### config.mk
export PLATFORM = sky130hd
export DESIGN_NAME = uart_byte_receiver_flat
export DESIGN_NICKNAME = d
export VERILOG_FILES = /design/src/rtl/uart_byte_receiver_if.sv /design/src/rtl/uart_byte_receiver.sv /design/src/flat_wrapper.sv
export SDC_FILE = /design/constraint.sdc
export NUM_CORES = 1
export LEC_CHECK = 0
export ABC_AREA = 0
export BUFFER_PORTS_ARGS = -buffer_cell sky130_fd_sc_hd__buf_2
export CAP_MARGIN = 20
export CELL_PAD_IN_SITES_DETAIL_PLACEMENT = 1
export CELL_PAD_IN_SITES_GLOBAL_PLACEMENT = 2
export CORE_MARGIN = 2
export CORE_UTILIZATION = 44
export CTS_CLUSTER_DIAMETER = 200
export CTS_CLUSTER_SIZE = 40
export DETAILED_ROUTE_END_ITERATION = 12
export PLACE_DENSITY_LB_ADDON = 0.3
export SLEW_MARGIN = 25
export SYNTH_ARGS = -nofsm -noshare
export SYNTH_HDL_FRONTEND = slang
export SYNTH_SLANG_ARGS = --single-unit
export TNS_END_PERCENT = 5
### constraint.sdc
create_clock -name clk -period 4.6 [get_ports clk]
set_input_delay 0.23 -clock clk [delete_from_list [all_inputs] [get_ports clk]]
set_output_delay 0.23 -clock clk [all_outputs]
set_load 0.005 [all_outputs]
### src/rtl/uart_byte_receiver_if.sv
// Byte-side bundle of the UART receiver: raw line in, qualified bytes and
// status out. The receiver takes the slave view; whoever drives the line
// and consumes bytes takes the master view.
interface uart_byte_receiver_if;
    logic       rx;
    logic [7:0] rx_data;
    logic       rx_valid;
    logic       frame_error;
    logic       busy;

    modport slave  (input rx, output rx_data, rx_valid, frame_error, busy);
    modport master (output rx, input rx_data, rx_valid, frame_error, busy);
endinterface

### src/rtl/uart_byte_receiver.sv
// 8N1 UART receiver with 16x oversampling and 2-of-3 majority voting around
// mid-bit. Good bytes come out with a one-cycle rx_valid strobe; a low stop
// bit gives one frame_error strobe and the line must return high before the
// next start bit is looked for.
module uart_byte_receiver #(
    parameter int BAUD_DIV = 27
) (
    input  logic                clk,
    input  logic                reset_n,
    uart_byte_receiver_if.slave u
);

    typedef enum logic [2:0] {
        IDLE,
        START,
        DATA,
        STOP,
        BRK
    } state_t;

    localparam logic [15:0] DIV_MAX = 16'(BAUD_DIV - 1);

    state_t      state;
    logic        rx_m, rx_s;
    logic [15:0] div;
    logic [3:0]  sc;        // ticks already seen in this bit, mod 16
    logic [2:0]  bit_idx;
    logic [7:0]  shreg;
    logic        v0, v1;    // votes captured on ticks 7 and 8
    logic [7:0]  rx_data_q;
    logic        rx_valid_q;
    logic        frame_error_q;

    logic        tick;
    logic        decide;
    logic        maj;

    // The tick that is firing now is number sc+1 of the bit, so sc==8 marks
    // tick 9 and the third vote is the live synchronized line.
    assign tick   = (div == DIV_MAX);
    assign decide = tick && (sc == 4'd8);
    assign maj    = (v0 & v1) | (v0 & rx_s) | (v1 & rx_s);

    assign u.rx_data     = rx_data_q;
    assign u.rx_valid    = rx_valid_q;
    assign u.frame_error = frame_error_q;
    assign u.busy        = (state != IDLE);

    // Two-flop synchronizer; resets to the idle (high) line level.
    always_ff @(posedge clk or negedge reset_n) begin
        if (!reset_n) begin
            rx_m <= 1'b1;
            rx_s <= 1'b1;
        end else begin
            rx_m <= u.rx;
            rx_s <= rx_m;
        end
    end

    // Frame FSM with tick divider, sample counter, voting and output strobes.
    always_ff @(posedge clk or negedge reset_n) begin
        if (!reset_n) begin
            state         <= IDLE;
            div           <= '0;
            sc            <= '0;
            bit_idx       <= '0;
            shreg         <= '0;
            v0            <= 1'b1;
            v1            <= 1'b1;
            rx_data_q     <= '0;
            rx_valid_q    <= 1'b0;
            frame_error_q <= 1'b0;
        end else begin
            rx_valid_q    <= 1'b0;
            frame_error_q <= 1'b0;

            // Timebase only runs while a frame is being sampled, so tick k
            // always lands k*BAUD_DIV clocks after the start edge was seen.
            if (state == IDLE || state == BRK) begin
                div <= '0;
                sc  <= '0;
            end else begin
                div <= tick ? '0 : div + 16'd1;
                if (tick)                  sc <= sc + 4'd1;
                if (tick && sc == 4'd6)    v0 <= rx_s;
                if (tick && sc == 4'd7)    v1 <= rx_s;
            end

            case (state)
                IDLE: begin
                    bit_idx <= '0;
                    if (!rx_s) state <= START;
                end
                START: begin
                    // A start bit that votes high was a glitch: drop it silently.
                    if (decide) state <= maj ? IDLE : DATA;
                end
                DATA: begin
                    if (decide) begin
                        shreg   <= {maj, shreg[7:1]};
                        bit_idx <= bit_idx + 3'd1;
                        if (bit_idx == 3'd7) state <= STOP;
                    end
                end
                STOP: begin
                    // Leave at mid stop bit so a back-to-back start edge is caught.
                    if (decide) begin
                        if (maj) begin
                            rx_data_q  <= shreg;
                            rx_valid_q <= 1'b1;
                            state      <= IDLE;
                        end else begin
                            frame_error_q <= 1'b1;
                            state         <= BRK;
                        end
                    end
                end
                BRK: begin
                    // Held-low line: one error only, wait for the line to recover.
                    if (rx_s) state <= IDLE;
                end
                default: state <= IDLE;
            endcase
        end
    end

endmodule

### src/flat_wrapper.sv
// flat-port wrapper written by rule: the top's interface ports become plain ports
module uart_byte_receiver_flat 
#(
    parameter int BAUD_DIV = 27
)
  (clk, reset_n, u_rx, u_rx_data, u_rx_valid, u_frame_error, u_busy);
  uart_byte_receiver_if u_i ();
  input  logic clk;
  input  logic reset_n;
  input wire logic [$bits(u_i.rx)-1:0] u_rx;
  output wire logic [$bits(u_i.rx_data)-1:0] u_rx_data;
  output wire logic [$bits(u_i.rx_valid)-1:0] u_rx_valid;
  output wire logic [$bits(u_i.frame_error)-1:0] u_frame_error;
  output wire logic [$bits(u_i.busy)-1:0] u_busy;
  assign u_i.rx = u_rx;
  assign u_rx_data = u_i.rx_data;
  assign u_rx_valid = u_i.rx_valid;
  assign u_frame_error = u_i.frame_error;
  assign u_busy = u_i.busy;
  uart_byte_receiver #(.BAUD_DIV(BAUD_DIV)) u_core (.clk(clk), .reset_n(reset_n), .u(u_i));
endmodule
==> metrics.cfg <==
[run_status]
status=finished, final reports clean

[detailed_routing]
drc=0
dr.pass1.iters=4
drtIter0Drc=61
postRouteAntennaNets=0
wire_per_inst_um=16.11
num_vias=1462
drt-total-wl_um=4479
vias_per_cell=5.259

[logic_synthesis]
synth-edff-count=0
syn_nets=199
synth-seq-cells=48
ys_top_cells_by_count=dfrtp_1, nor2_1, xnor2_1
synth-main-ff-cell=dfrtp_1
syn_inst=189
synth_warnings=0
synthesis.area_mm2=0.002275
synthArstFlopShare_pct=100.0
ys_seq_area_share_pct=53.03
synth_top_area_share_pct=48.40
synthTopCellsByArea=dfrtp_1, mux2_4, mux2_2
yosysMostFrequentCell=dfrtp_1
yosysTopAreaCell=dfrtp_1
synth.distinct_cells=36
avgSynthCellArea_um2=12.04

[clock_tree]
cts.clk_slew.worst_paths_ps=100
cts_resized=0
cts_setup_buffers=0
root_buffer=clkbuf_8
cts_tree=built
cts.sinks=48
htree_levels=2
cts_made_buffers=5
insertion_delay_ps=310
clockBufferDepth=2

[global_route]
grt_antenna_before_repair=0
grt_max_degree=49
grt_overflow_total=0
use_met1_pct=20.66
busiest_layer=met2
grt_pass1_wl_um=7748
grt_pass1_vias=1585
grt_use_met3_pct=4.405
track_usage_pct=16.88
gr-usage-met2_pct=29.20

[timing]
relSlewSlack_pct=35.70
setup_tns_ps=0
hold_violations=0
finalSetupViolCount=0
max_freq_ghz=0.4121
timing.final.crit_period_ps=2426
clock-skew-final_ps=7.957
grt_setup_unrepaired=no
fin_crit_sh_pct=52.75
maxSlewViolCount=0
worstMarginPinSlew_ps=957.4

[critical_path]
cp-end-kind=flop
r2r_cells=6
worst_path_max_delay_cell=nor4_4
cp.arrival_ps=2630
setup.worst_path.start_class=flop
required_ps=4800
crit_chain=inv_1, ha_1, nor4b_4, nand4_2, nor4_4, mux2_2
crit_path_max_incr_delay_ps=870
reg2reg_setup_slack_ps=2170
cp_max_fo=11
path_class=reg -> reg

[die]
start_util_pct=45.11
core_mm2=0.005042
ios=14
die-width_um=75.90
rows=26
die_h_um=75.90
die_area_mm2=0.005761

[layout]
nNetsFinal=217
fin_util_pct=50.22
nFillCells=556
antenna_cells=0
area_delta_synth_final_pct=11.33
drive_above_1_share_pct=25.00

[power]
intPower_uw=588.7
seq_power_share_pct=56.8
p_leak_nw=1.157
combPwrFrac_pct=1.3
clkPwrFrac_pct=41.9
power_switching_uw=158.3
swShare_pct=21.19
vdd_drop_max_v=0.0001303
p_per_area_mw_per_mm2=295.0

[placed_design]
port_buffers=13
place_congestion=0.7561
dp_hpwl_um=3200

[min_path]
worstHoldPathType=in -> reg
worst_hold_path.num_cells=1

[flow_run]
cap_violations=0

-- final timing paths --
path,end,start
max,u_core.shreg[7]$_DFFE_PN0P_,u_core.div[0]$_DFF_PN0_
min,u_core.rx_m$_DFF_PN1_,u_rx
min reg2reg,u_core.rx_s$_DFF_PN1_,u_core.rx_m$_DFF_PN1_
max in group asynchronous,u_core.div[7]$_DFF_PN0_,reset_n
max reg2reg,u_core.shreg[7]$_DFFE_PN0P_,u_core.div[0]$_DFF_PN0_
min in group asynchronous,u_core.sc[2]$_DFFE_PN0P_,reset_n
-- cell usage in the layout, fill, tap and decap left out, types with 2 or more instances in the layout --
cell type / Yosys / layout
nor4_4: 2 / 2
clkbuf_8: 0 / 5
a21oi_1: 5 / 5
ha_1: 7 / 7
o211ai_1: 2 / 2
nand3_1: 6 / 6
nand2b_1: 2 / 2
nor3_1: 7 / 7
mux2_4: 9 / 9
nand4_1: 6 / 6
mux2_2: 11 / 11
nand3b_1: 2 / 2
dfrtp_1: 44 / 44
nand2_1: 8 / 8
buf_2: 1 / 12
nor4_1: 6 / 6
o21ai_0: 4 / 4
and2_0: 2 / 2
xor2_1: 2 / 2
nor2_1: 22 / 22
clkinv_4: 0 / 2
or3_1: 3 / 3
xnor2_1: 13 / 13
inv_1: 8 / 8
dfstp_2: 4 / 4
-- logic make-up after synthesis --
logic type               share of synthesized area, %
multiplexers                                    11.83
adder cells (fa/ha/maj)                         4.290
AO/OA/AOI/OAI                                   3.245
buffers and inverters                           2.365
XOR/XNOR                                        5.776
flip-flops                                      53.03
AND/OR/NAND/NOR                                 19.47
-- power groups by stage --
| stage | logic [mW] | registers, mW | clock network (mW) |
|---|---|---|---|
| after floorplan | 0.000144 | 0.432 | 0 |
| after global placement | 0.00897 | 0.432 | 0 |
| after detailed placement | 0.00956 | 0.432 | 0 |
| after CTS | 0.00954 | 0.424 | 0.321 |
| after global routing | 0.0116 | 0.424 | 0.337 |
| final | 0.00963 | 0.424 | 0.313 |
-- per-layer routing --
| layer | wire length (um) | vias to the layer above |
|---|---|---|
| li1 | - | 695 |
| met1 | 2033 | 745 |
| met2 | 2283 | 16 |
| met3 | 101 | 6 |
| met4 | 61 | 0 |
| met5 | 0 | - |
-- through the flow --
step | hold WS (ps) | instance area, um^2 | std cells | power (mW) | setup slack [ps]
global route | 1.045 | 2532 | 278 | 0.7732 | 1998
floorplan | -65.59 | 2275 | 189 | 0.4323 | 2730
global placement | 337.5 | 2404 | 269 | 0.4412 | 2239
detailed placement | 341.9 | 2404 | 269 | 0.4419 | 2126
CTS | 7.913 | 2520 | 277 | 0.7550 | 2135
finish | 18.97 | 2532 | 278 | 0.7470 | 2174
-- worst max-delay path: cells and delay by family (launching register included) --
kind,cells,cell delay (ps)
and+or+nand+nor,3,1280
DFF,1,420
muxes,1,410
adders and majority gates,1,150
buffers and inverters,1,70
-- registers in the layout, indices dropped and copies added, names as in the netlist --
name                  cells
u_core.bit_idx            3
u_core.div               16
u_core.rx_m               1
u_core.rx_s               1
u_core.sc                 4
u_core.shreg              8
u_core.state              3
u_core.u.frame_error      1
u_core.u.rx_data          8
u_core.u.rx_valid         1
u_core.v0                 1
u_core.v1                 1
-- layout make-up --
cell class                      count  area, um^2  share of cell area (%)
Clock buffer                        5       68.82                   2.717
Clock inverter                      3       47.55                   1.877
Inverter                            8       30.03                   1.186
Multi-Input combinational cell    130        1015                   40.07
Sequential cell                    48        1206                   47.63
Tap cell                           70       87.58                   3.458
Timing Repair Buffer               14       77.57                   3.063
-- what timing repair did --
item,CTS,global route
endpoints found under the setup margin,0,0
endpoints found under the hold margin,0,44
hold buffers,0,1
Note: power is estimated with default switching activity, not from simulation.
